**config.mk**
```make
export PLATFORM = sky130hd
export DESIGN_NAME = lcd_frame_capture_flat
export DESIGN_NICKNAME = d
export VERILOG_FILES = /design/src/rtl/lcd_frame_capture_if.sv /design/src/rtl/lcd_frame_capture.sv /design/src/flat_wrapper.sv
export SDC_FILE = /design/constraint.sdc
export NUM_CORES = 1
export LEC_CHECK = 0
export CORE_MARGIN = 1.5
export CORE_UTILIZATION = 45
export CTS_BUF_LIST = sky130_fd_sc_hd__clkbuf_16
export CTS_CLUSTER_SIZE = 25
export DETAILED_ROUTE_END_ITERATION = 8
export PLACE_DENSITY = 0.72
export SLEW_MARGIN = 20
export SYNTH_ARGS = -nofsm -noshare
export SYNTH_HDL_FRONTEND = slang
export SYNTH_SLANG_ARGS = --single-unit
```
**constraint.sdc**
```tcl
create_clock -name i_clock -period 6.2 [get_ports i_clock]
set_clock_uncertainty 0.1 [all_clocks]
set_input_delay 1.24 -clock i_clock [delete_from_list [all_inputs] [get_ports i_clock]]
set_output_delay 1.24 -clock i_clock [all_outputs]
set_load 0.005 [all_outputs]
```
**src/rtl/lcd_frame_capture_if.sv**
```systemverilog
// Pixel-stream input, framebuffer write port and status flags of lcd_frame_capture.
// slave is the capture block's view; master is the driving/observing side.
interface lcd_frame_capture_if #(
  parameter int ADDR_W = 13
);
  logic [1:0]        pixel_data;
  logic              pixel_latch;
  logic              hsync;
  logic              vsync;
  logic [ADDR_W-1:0] fb_addr;
  logic [7:0]        fb_data;
  logic              fb_we;
  logic              fb_ready;
  logic              frame_done;
  logic              err_clr;
  logic              line_err;
  logic              frame_err;
  logic              ovf_err;

  modport slave (
    input  pixel_data, pixel_latch, hsync, vsync, fb_ready, err_clr,
    output fb_addr, fb_data, fb_we, frame_done, line_err, frame_err, ovf_err
  );

  modport master (
    output pixel_data, pixel_latch, hsync, vsync, fb_ready, err_clr,
    input  fb_addr, fb_data, fb_we, frame_done, line_err, frame_err, ovf_err
  );
endinterface

```
**src/rtl/lcd_frame_capture.sv**
```systemverilog
// Packs the LCD 2-bit pixel stream 4-per-byte into a framebuffer; byte reaches fb_we one cycle after it completes.
// fb_* hold while fb_ready=0; one pending slot absorbs a second byte, a third is dropped and flagged in ovf_err.
module lcd_frame_capture #(
  parameter int H_PIXELS = 160,
  parameter int V_LINES  = 144,
  parameter int ADDR_W   = 13,
  parameter int FB_BASE  = 0
) (
  input  logic i_clock,
  input  logic i_reset_n,
  lcd_frame_capture_if.slave io_lcd
);
  localparam int XW = $clog2(H_PIXELS + 1);
  localparam int YW = $clog2(V_LINES + 1);
  localparam logic [XW-1:0]     LP_XMAX  = XW'(H_PIXELS);
  localparam logic [YW-1:0]     LP_YLAST = YW'(V_LINES - 1);
  localparam logic [YW-1:0]     LP_YMAX  = YW'(V_LINES);
  localparam logic [ADDR_W-1:0] LP_BASE  = ADDR_W'(FB_BASE);
  localparam logic [ADDR_W-1:0] LP_BPL   = ADDR_W'(H_PIXELS / 4);

  typedef enum logic [1:0] {S_WAIT_VSYNC, S_ACTIVE, S_DONE} state_t;

  state_t            r_state;
  logic              r_hs_q, r_vs_q;
  logic [XW-1:0]     r_x;
  logic [YW-1:0]     r_y;
  logic [7:0]        r_pack;
  logic              r_out_vld, r_pend_vld;
  logic [ADDR_W-1:0] r_out_addr, r_pend_addr;
  logic [7:0]        r_out_dat, r_pend_dat;
  logic              r_fd_wait, r_frame_done;
  logic              r_line_err, r_frame_err, r_ovf_err;

  logic              w_hs_rise, w_vs_rise, w_active, w_restart;
  logic              w_pix, w_pix_ok, w_pix_drop;
  logic [XW-1:0]     w_x_n;
  logic [XW-3:0]     w_col;
  logic [7:0]        w_pack_n, w_byte_dat;
  logic [ADDR_W-1:0] w_byte_addr;
  logic              w_line_end, w_last_end, w_full, w_flush, w_byte_vld;
  logic              w_acc, w_out_free, w_ovf;
  logic              w_out_vld_n, w_pend_vld_n, w_empty_n, w_line_bad;

  assign w_hs_rise  = io_lcd.hsync & ~r_hs_q;
  assign w_vs_rise  = io_lcd.vsync & ~r_vs_q;
  assign w_active   = (r_state == S_ACTIVE);
  assign w_restart  = w_active & w_vs_rise;

  // A restarting vsync overrides pixels and line ends arriving in the same cycle.
  assign w_pix      = w_active & ~w_vs_rise & io_lcd.pixel_latch;
  assign w_pix_ok   = w_pix & (r_x < LP_XMAX);
  assign w_pix_drop = w_pix & ~w_pix_ok;
  assign w_x_n      = r_x + XW'(w_pix_ok);
  assign w_pack_n   = w_pix_ok ? {r_pack[5:0], io_lcd.pixel_data} : r_pack;

  assign w_line_end = w_active & ~w_vs_rise & w_hs_rise;
  assign w_last_end = w_line_end & (r_y == LP_YLAST);
  assign w_line_bad = w_line_end & (w_x_n != LP_XMAX);
  assign w_full     = w_pix_ok & (w_x_n[1:0] == 2'b00);
  assign w_flush    = w_line_end & (w_x_n[1:0] != 2'b00);
  assign w_byte_vld = w_full | w_flush;
  assign w_col      = w_full ? r_x[XW-1:2] : w_x_n[XW-1:2];
  assign w_byte_addr = LP_BASE + ADDR_W'(r_y) * LP_BPL + ADDR_W'(w_col);

  // Pack register is a plain shift register; a partial group is left-aligned so stale bits fall off.
  always_comb begin
    w_byte_dat = w_pack_n;
    case (w_x_n[1:0])
      2'd1:    w_byte_dat = {w_pack_n[1:0], 6'd0};
      2'd2:    w_byte_dat = {w_pack_n[3:0], 4'd0};
      2'd3:    w_byte_dat = {w_pack_n[5:0], 2'd0};
      default: w_byte_dat = w_pack_n;
    endcase
  end

  assign w_acc        = r_out_vld & io_lcd.fb_ready;
  assign w_out_free   = ~r_out_vld | w_acc;
  assign w_ovf        = w_byte_vld & ~w_out_free & r_pend_vld;
  assign w_out_vld_n  = w_out_free ? (r_pend_vld | w_byte_vld) : 1'b1;
  assign w_pend_vld_n = w_out_free ? (r_pend_vld & w_byte_vld) : (r_pend_vld | w_byte_vld);
  assign w_empty_n    = ~w_out_vld_n & ~w_pend_vld_n;

  always_ff @(posedge i_clock or negedge i_reset_n) begin
    if (!i_reset_n) begin
      r_state      <= S_WAIT_VSYNC;
      r_hs_q       <= 1'b0;
      r_vs_q       <= 1'b0;
      r_x          <= '0;
      r_y          <= '0;
      r_pack       <= '0;
      r_out_vld    <= 1'b0;
      r_out_addr   <= '0;
      r_out_dat    <= '0;
      r_pend_vld   <= 1'b0;
      r_pend_addr  <= '0;
      r_pend_dat   <= '0;
      r_fd_wait    <= 1'b0;
      r_frame_done <= 1'b0;
      r_line_err   <= 1'b0;
      r_frame_err  <= 1'b0;
      r_ovf_err    <= 1'b0;
    end else begin
      r_hs_q <= io_lcd.hsync;
      r_vs_q <= io_lcd.vsync;
      r_pack <= w_pack_n;

      case (r_state)
        S_WAIT_VSYNC, S_DONE: begin
          if (w_vs_rise) begin
            r_state <= S_ACTIVE;
            r_x     <= '0;
            r_y     <= '0;
          end
        end
        S_ACTIVE: begin
          if (w_vs_rise) begin
            r_x <= '0;
            r_y <= '0;
          end else if (w_line_end) begin
            r_x <= '0;
            r_y <= (r_y == LP_YMAX) ? r_y : r_y + YW'(1);
            if (w_last_end) r_state <= S_DONE;
          end else begin
            r_x <= w_x_n;
          end
        end
        default: r_state <= S_WAIT_VSYNC;
      endcase

      r_out_vld  <= w_out_vld_n;
      r_pend_vld <= w_pend_vld_n;
      if (w_out_free) begin
        if (r_pend_vld) begin
          r_out_addr <= r_pend_addr;
          r_out_dat  <= r_pend_dat;
        end else if (w_byte_vld) begin
          r_out_addr <= w_byte_addr;
          r_out_dat  <= w_byte_dat;
        end
      end
      if (w_byte_vld && (w_out_free == r_pend_vld)) begin
        r_pend_addr <= w_byte_addr;
        r_pend_dat  <= w_byte_dat;
      end

      // frame_done waits until the last line has ended and nothing is left in the output stage.
      r_fd_wait    <= (w_last_end | r_fd_wait) & ~w_empty_n;
      r_frame_done <= (w_last_end | r_fd_wait) & w_empty_n;

      r_line_err  <= (r_line_err & ~io_lcd.err_clr) | w_pix_drop | w_line_bad;
      r_frame_err <= (r_frame_err & ~io_lcd.err_clr) | w_restart;
      r_ovf_err   <= (r_ovf_err & ~io_lcd.err_clr) | w_ovf;
    end
  end

  assign io_lcd.fb_we      = r_out_vld;
  assign io_lcd.fb_addr    = r_out_addr;
  assign io_lcd.fb_data    = r_out_dat;
  assign io_lcd.frame_done = r_frame_done;
  assign io_lcd.line_err   = r_line_err;
  assign io_lcd.frame_err  = r_frame_err;
  assign io_lcd.ovf_err    = r_ovf_err;
endmodule

```
**src/flat_wrapper.sv**
```systemverilog
// flat-port wrapper written by rule: the top's interface ports become plain ports
module lcd_frame_capture_flat 
#(
  parameter int H_PIXELS = 160,
  parameter int V_LINES  = 144,
  parameter int ADDR_W   = 13,
  parameter int FB_BASE  = 0
)
  (i_clock, i_reset_n, io_lcd_pixel_data, io_lcd_pixel_latch, io_lcd_hsync, io_lcd_vsync, io_lcd_fb_ready, io_lcd_err_clr, io_lcd_fb_addr, io_lcd_fb_data, io_lcd_fb_we, io_lcd_frame_done, io_lcd_line_err, io_lcd_frame_err, io_lcd_ovf_err);
  lcd_frame_capture_if #(.ADDR_W(ADDR_W)) io_lcd_i ();
  input  logic i_clock;
  input  logic i_reset_n;
  input wire logic [$bits(io_lcd_i.pixel_data)-1:0] io_lcd_pixel_data;
  input wire logic [$bits(io_lcd_i.pixel_latch)-1:0] io_lcd_pixel_latch;
  input wire logic [$bits(io_lcd_i.hsync)-1:0] io_lcd_hsync;
  input wire logic [$bits(io_lcd_i.vsync)-1:0] io_lcd_vsync;
  input wire logic [$bits(io_lcd_i.fb_ready)-1:0] io_lcd_fb_ready;
  input wire logic [$bits(io_lcd_i.err_clr)-1:0] io_lcd_err_clr;
  output wire logic [$bits(io_lcd_i.fb_addr)-1:0] io_lcd_fb_addr;
  output wire logic [$bits(io_lcd_i.fb_data)-1:0] io_lcd_fb_data;
  output wire logic [$bits(io_lcd_i.fb_we)-1:0] io_lcd_fb_we;
  output wire logic [$bits(io_lcd_i.frame_done)-1:0] io_lcd_frame_done;
  output wire logic [$bits(io_lcd_i.line_err)-1:0] io_lcd_line_err;
  output wire logic [$bits(io_lcd_i.frame_err)-1:0] io_lcd_frame_err;
  output wire logic [$bits(io_lcd_i.ovf_err)-1:0] io_lcd_ovf_err;
  assign io_lcd_i.pixel_data = io_lcd_pixel_data;
  assign io_lcd_i.pixel_latch = io_lcd_pixel_latch;
  assign io_lcd_i.hsync = io_lcd_hsync;
  assign io_lcd_i.vsync = io_lcd_vsync;
  assign io_lcd_i.fb_ready = io_lcd_fb_ready;
  assign io_lcd_i.err_clr = io_lcd_err_clr;
  assign io_lcd_fb_addr = io_lcd_i.fb_addr;
  assign io_lcd_fb_data = io_lcd_i.fb_data;
  assign io_lcd_fb_we = io_lcd_i.fb_we;
  assign io_lcd_frame_done = io_lcd_i.frame_done;
  assign io_lcd_line_err = io_lcd_i.line_err;
  assign io_lcd_frame_err = io_lcd_i.frame_err;
  assign io_lcd_ovf_err = io_lcd_i.ovf_err;
  lcd_frame_capture #(.H_PIXELS(H_PIXELS), .V_LINES(V_LINES), .ADDR_W(ADDR_W), .FB_BASE(FB_BASE)) u_core (.i_clock(i_clock), .i_reset_n(i_reset_n), .io_lcd(io_lcd_i));
endmodule
```
==> results of run 1 <==
[path summary, 6_finish.rpt]
| check | start | to | slack (ns) | cells after the start |
|---|---|---|---|---|
| setup / recovery | io_lcd_pixel_latch | u_core.io_lcd.fb_addr[12] | 0.74 | 17 |
| hold / removal | u_core.io_lcd.fb_addr[3] | u_core.io_lcd.fb_addr[3] | 0.38 | 2 |
| setup reg to reg | u_core.r_x[6] | u_core.io_lcd.fb_addr[12] | 1.68 | 16 |
| hold reg to reg | u_core.io_lcd.fb_addr[3] | u_core.io_lcd.fb_addr[3] | 0.38 | 2 |
| max in group asynchronous | i_reset_n | u_core.r_x[5] | 4.42 | 1 |
| min in group asynchronous | i_reset_n | u_core.r_pend_dat[5] | 0.95 | 1 |
[worst min-delay path, cell delays in order (launching register included)]
cell	delay, ns
dfrtp_1	0.34
nand2_1	0.04
o21ai_0	0.06
[power groups by stage]
| stage | Combinational, µW | Clock, µW | Sequential [µW] |
|---|---|---|---|
| 2_1_floorplan | 341 | 0 | 734 |
| 3_3_place_gp | 540 | 0 | 741 |
| 3_5_place_dp | 558 | 0 | 751 |
| 4_1_cts | 563 | 565 | 744 |
| 5_1_grt | 629 | 587 | 763 |
| 6_report | 559 | 560 | 744 |
[per-layer routing]
layer  track usage [%]  vias up  part of all wire, %
met4             4.487        0                 0.84
li1                  -     1653                    -
met5                 0        -                    0
met1             27.72     1664                   50
met2             30.98       91                   45
met3             4.348       12                  4.1
[cells in the final DEF, fill, tap and decap left out, types with 9 or more instances in the layout]
cell type        synthesis  final
dfrtp_1                 77     77
nand2_1                 54     54
nor2_1                  42     42
clkdlybuf4s50_1          0     33
o21ai_0                 25     25
a21oi_1                 21     21
inv_1                   17     19
ha_1                    19     19
xnor2_1                 12     12
mux2i_1                 11     11
nand3_1                 11     11
a21o_1                   9      9
clkbuf_16                0      9
[registers in the layout, summed over array words and instances (netlist names)]
name / count
u_core.r_pend_dat: 8
u_core.io_lcd.fb_we: 1
u_core.r_y: 8
u_core.io_lcd.frame_err: 1
u_core.io_lcd.fb_data: 8
u_core.r_hs_q: 1
u_core.r_pend_addr: 13
u_core.io_lcd.frame_done: 1
u_core.r_pend_vld: 1
u_core.r_pack: 8
u_core.r_vs_q: 1
u_core.io_lcd.line_err: 1
u_core.r_x: 8
u_core.io_lcd.ovf_err: 1
u_core.io_lcd.fb_addr: 13
u_core.r_fd_wait: 1
u_core.r_state: 2
[layout make-up]
class | instances | area share (%)
well taps | 129 | 3.173
clock inverters | 7 | 1.795
clock buffers | 9 | 4.427
flip-flops and latches | 77 | 37.88
inverters | 20 | 1.476
repair buffers | 38 | 7.231
multi-input cells | 331 | 44.02
[cell families (layout without fill, tap and decap cells)]
logic type      Yosys count  in the layout  share of synthesized area [%]
compound gates          109            109                          17.17
xor+xnor                 20             20                          4.032
fa+ha+maj                22             22                          6.625
buf+inv                  41             74                          4.234
flops                    77             77                          44.35
mux                      20             20                          5.300
simple gates            160            160                          18.29
[cells in the mapped netlist (4+ instances only)]
| master | n | area share, % |
|---|---|---|
| nand2b_1 | 6 | 0.86 |
| inv_1 | 17 | 1.5 |
| buf_4 | 4 | 0.69 |
| xnor2_1 | 12 | 2.4 |
| buf_2 | 6 | 0.69 |
| nand2_1 | 54 | 4.7 |
| dfrtp_1 | 77 | 44 |
| a21oi_1 | 21 | 2.4 |
| and3_1 | 5 | 0.72 |
| ha_1 | 19 | 5.5 |
| and2_1 | 4 | 0.58 |
| nand4_1 | 4 | 0.58 |
| o22ai_1 | 5 | 0.72 |
| o221ai_1 | 8 | 1.6 |
| a21o_1 | 9 | 1.6 |
| nor2_1 | 42 | 3.6 |
| a31oi_1 | 6 | 0.86 |
| o31ai_1 | 5 | 0.86 |
| mux2i_1 | 11 | 2.5 |
| mux2_1 | 5 | 1.3 |
| nor3_1 | 8 | 0.92 |
| nor2b_1 | 7 | 1.0 |
| o21ai_0 | 25 | 2.9 |
| clkbuf_1 | 10 | 0.86 |
| xor2_1 | 8 | 1.6 |
| nand3_1 | 11 | 1.3 |
[stage by stage]
stage          instance area (µm²)  cells  setup WS, ns
2_1_floorplan                 4344    449         1.349
3_3_place_gp                  4765    595        0.5909
3_5_place_dp                  4765    595        0.3976
4_1_cts                       5081    611        0.7267
5_1_grt                       5087    611        0.3246
6_report                      5087    611        0.7365
==> results.md, run 1 <==
* Outcome: complete, no violations
* CTS tree: built
* Distinct cells, synth at 67
* Most frequent CP cell: ha_1
* Vias/cell at about 5.6
* Pint at ~1300 µW
* Mapped Area at ~4300 µm²
* Hold Path Class: register to register
* FMAX at around 0.18 GHz
* Crit start category: input pin
* Reg area at about 1900 µm²
* Initial antenna violation count at 0
* Hold_buf cts at 0
* P per Cell Area at 366.2 nW/µm²
* Post-CTS repair timing setup buffer count at 0
* WS Path Type: input pin to register
* Core area at ~9300 µm²
* Post-DP HPWL at approximately 6700 µm
* Async SR Flop Fraction at between 90% and 100%
* Total track usage at 19.61%
* Critical-path cell list: clkdlybuf4s50_1 -> and3b_1 -> nand3_4 -> inv_2 -> ha_1 -> ha_1 -> or2_2 -> nor2_1 -> nor2_1 -> xor2_1 -> ha_1 -> a211oi_1 -> nor4b_2 -> nor4b_2 -> nand4_1 -> nor3b_1 -> o31ai_1
* Min Tclk post-route at around 5.5 ns
* Mapped Avg Cell Area at around 9.7 µm²
* CTS resizes at 0
* Area Overhead vs Synth at 17.11%
* Worst Path Buf+Inv at 2
* Clock Tree Buf Depth at 2
* CTS clk-pin slew, worst paths at approximately 0.060 ns
* Leak at roughly 0.0023 µW
* Largest delay contributor family on the critical path: simple AND/OR/NAND/NOR gates
* Final Setup Violations at 0
* Utilization after layout at about 55%
* RD Place Congestion at 0.8350
* Worst vdd ir at 0.1603 mV
* Chip width at ~100 µm
* Crit path DAT at approximately 5.6 ns
* Starting DRT DRC Count at around 210
* Routed Wire Length at approximately 9400 µm
* Num CTS Buffers at 9
* Layout cells sized above 1 at 8.299%
* Syn_nets at 479
* NetSw at between 500 and 600 µW
* Port bufs at 34
* Die height at between 100 and 150 µm
* DRC Markers at 0
* Sw Ratio at 31.48%
* TNS Setup at 0 ns
* H-Tree Depth at 3
* Pre-antenna DRT Iters at 5
* Die area at between 10,000 and 15,000 µm²
* Maxcap violations at 0
* Rows at 35
* CP Max Fanout at 17
* Slowest cell on crit path: clkdlybuf4s50_1
* I/O pin count at 35
* Diode count at 0
* Cells after synthesis at ~450
* Clk sink count at 77
* Clock power frac at between 30% and 40%
* CP max stage delay at 0.52 ns
* Largest net degree at the start of global routing at 78
* Multi-input gate area at ~2200 µm²
* Synth Register Bits at 77
* Seq pwr share at 39.9%
* Filler cells at ~840
* Clock Latency Late Sink at about 0.33 ns
* Main flop type after synthesis: dfrtp_1
* Setup crit end kind: register
* Required @ worst endpoint at between 6 and 7 ns
* Routed WL per cell at around 15 µm
* Least-Margin Pin Slew at approximately 1.1 ns
* RSZ-0062 raised after global routing: no
* Final Hold Vio Count at 0
* Nets at 507
* Global-route wire length before repair at roughly 16,000 µm
* Vias in the first global route at 3,267
* Post-synth EDFFs at 0
* GRT overflow at 0
* Slew headroom at 26.89%
* Smallest hold slack at roughly 0.38 ns
* Vias at 3,420
* Sequential share of the synthesized area at roughly 44%
* Total power at ~1900 µW
* Root buf cell: clkbuf_16
* Slew Limit Fails at 0
* Initial Utilization at between 40% and 50%
* Final worst-path cycle share at approximately nine tenths
* Yosys Warn Count at 0
* Post-route ant nets at 0
* Gate power share at roughly 30%
No activity file was read; power rests on OpenSTA's default activity.
==> run 2: changes to the inputs <==
--- a/config.mk
+++ b/config.mk
@@ -5,11 +5,11 @@
 export SDC_FILE = /design/constraint.sdc
 export NUM_CORES = 1
 export LEC_CHECK = 0
-export CORE_MARGIN = 1.5
 export CORE_UTILIZATION = 45
 export CTS_BUF_LIST = sky130_fd_sc_hd__clkbuf_16
 export CTS_CLUSTER_SIZE = 25
 export DETAILED_ROUTE_END_ITERATION = 8
+export GPL_ROUTABILITY_DRIVEN = 0
 export PLACE_DENSITY = 0.72
 export SLEW_MARGIN = 20
 export SYNTH_ARGS = -nofsm -noshare
==> results.md, run 2 (synthesized netlist as in run 1, its figures left out) <==
* Hold Path Class: register to register
* Clk sink count at 77
* Clock Latency Late Sink at 0.33 ns
* Least-Margin Pin Slew at ~0.98 ns
* Min Tclk post-route at between 5 and 6 ns
* Post-DP HPWL at between 6000 and 7000 µm
* Nets at between 500 and 600
* Root buf cell: clkbuf_16
* Required @ worst endpoint at around 6.3 ns
* Area Overhead vs Synth at 17.02%
* Vias/cell at 5.570
* Routed WL per cell at roughly 15 µm
* TNS Setup at 0 ns
* Die height at between 100 and 150 µm
* RSZ-0062 raised after global routing: no
* P per Cell Area at ~360 nW/µm²
* Total track usage at between 10% and 20%
* CP Max Fanout at 17
* Final Setup Violations at 0
* Post-route ant nets at 0
* WS Path Type: input pin to register
* CTS tree: built
* Slew headroom at between 30% and 40%
* Final worst-path cycle share at 88.66%
* Hold_buf cts at 0
* Initial antenna violation count at 0
* Pre-CTS setup slack at between 0.3 and 0.4 ns
* Crit path DAT at 5.63 ns
* Vias in the first global route at 3,208
* Slew Limit Fails at 0
* CP endpoint: u_core.io_lcd.fb_addr[12]
* Reg2reg setup slack at ~1.6 ns
* Pre-antenna DRT Iters at 4
* Utilization after layout at between 50 and 60%
* Clock Tree Buf Depth at 2
* R2R Path End: u_core.io_lcd.fb_addr[12]
* FF-to-FF path depth at 16
* Port bufs at 34
* Crit path from: io_lcd_pixel_latch
* Final setup margin at about 0.7 ns
* Placed cells at ~590
* Largest net degree at the start of global routing at 78
* DRC Markers at 0
* Crit start category: input pin
* Final Hold Vio Count at 0
* Commonest non-fill, non-tap cells in the layout: dfrtp_1, nand2_1, nor2_1
* Global-route wire length before repair at between 15,000 and 20,000 µm
* CTS clk-pin slew, worst paths at 0.05 ns
* Rows at 35
* Post-CTS repair timing setup buffer count at 0
* FMAX at between 0.15 and 0.2 GHz
* Core area at between 9000 and 10,000 µm²
* Worst vdd ir at 0.1312 mV
* Commonest non-fill, non-tap cell in the layout: dfrtp_1
* Setup crit end kind: register
* Diode count at 0
* Layout cells sized above 1 at 8.316%
* Starting DRT DRC Count at approximately 230
* Maxcap violations at 0
* Chip width at between 100 and 150 µm
* Non-filler instance count after layout at about 600
* CTS resizes at 0
* GRT overflow at 0
* I/O pin count at 35
* R2R Path Start: u_core.r_x[6]
* Initial Utilization at 46.79%
* Die area at 10,050 µm²
* Outcome: complete, no violations
* H-Tree Depth at 3
* Num CTS Buffers at 9
* Routed Wire Length at just over 9000 µm
* Leak at ~0.0023 µW
* Vias at roughly 3,400
==> run 2: changes by cell type in the layout (fill, tap and decap cells not counted), sizes merged <==
cell / delta
inv: -1
clkinv: +3
buf: -1
clkinvlp: -2
==> run 2: worst min path at each step <==
stage                                   from                        to  slack [ns]  depth (start not counted)
floorplan                   u_core.r_pack[7]          u_core.r_pack[7]        0.35                          2
global placement            u_core.r_pack[7]          u_core.r_pack[7]        0.36                          2
detailed placement  u_core.io_lcd.fb_addr[3]  u_core.io_lcd.fb_addr[3]        0.37                          2
CTS                 u_core.io_lcd.fb_addr[3]  u_core.io_lcd.fb_addr[3]        0.38                          2
global route        u_core.io_lcd.fb_addr[3]  u_core.io_lcd.fb_addr[3]        0.39                          2
finish              u_core.io_lcd.fb_addr[3]  u_core.io_lcd.fb_addr[3]        0.38                          2
==> run 2: critical path: stages <==
cell	delay, ns
clkdlybuf4s50_1	0.51
and3b_1	0.26
nand3_4	0.26
inv_2	0.19
ha_1	0.20
ha_1	0.39
or2_2	0.44
nor2_1	0.18
nor2_1	0.08
xor2_1	0.17
ha_1	0.33
a211oi_1	0.08
nor4b_2	0.32
nor4b_2	0.38
nand4_1	0.16
nor3b_1	0.17
o31ai_1	0.27
==> run 2: layer usage <==
layer / GRT usage [%] / up-vias / wire length, µm
met3: 3.552 / 10 / 394
met5: 0 / - / 0
met2: 31.14 / 81 / 4194
li1: - / 1650 / -
met4: 6.020 / 0 / 118
met1: 26.90 / 1657 / 4427
==> run 2: report_power, final <==
group,switching [µW],internal (µW),total [µW]
registers,99.8,651,751
clock network,203,351,554
logic,268,272,539
total,570,1270,1840
==> run 2: through the flow <==
step                      cell area [µm²]  hold slack, ns  power, µW
after global routing                 5084          0.3907       1961
after floorplan                      4344          0.3461       1075
after global placement               4757          0.3581       1277
final                                5084          0.3772       1844
after detailed placement             4757          0.3703       1300
after CTS                            5072          0.3828       1859
==> run 2: area by class of cell <==
type	count	area, µm²
fill	843	4200
clock inverter	7	90.09
sequential	77	1927
multi-input combinational	331	2245
inverter	20	75.07
tap	129	161.4
clock buffer	9	225.2
timing repair buffer	37	360.3
==> run 3: changes to the inputs <==
--- a/config.mk
+++ b/config.mk
@@ -7,7 +7,6 @@
 export LEC_CHECK = 0
 export CORE_UTILIZATION = 45
 export CTS_BUF_LIST = sky130_fd_sc_hd__clkbuf_16
-export CTS_CLUSTER_SIZE = 25
 export DETAILED_ROUTE_END_ITERATION = 8
 export GPL_ROUTABILITY_DRIVEN = 0
 export PLACE_DENSITY = 0.72
==> results of run 3 <==
Final layout, timing and power as in run 2 (identical DEF).
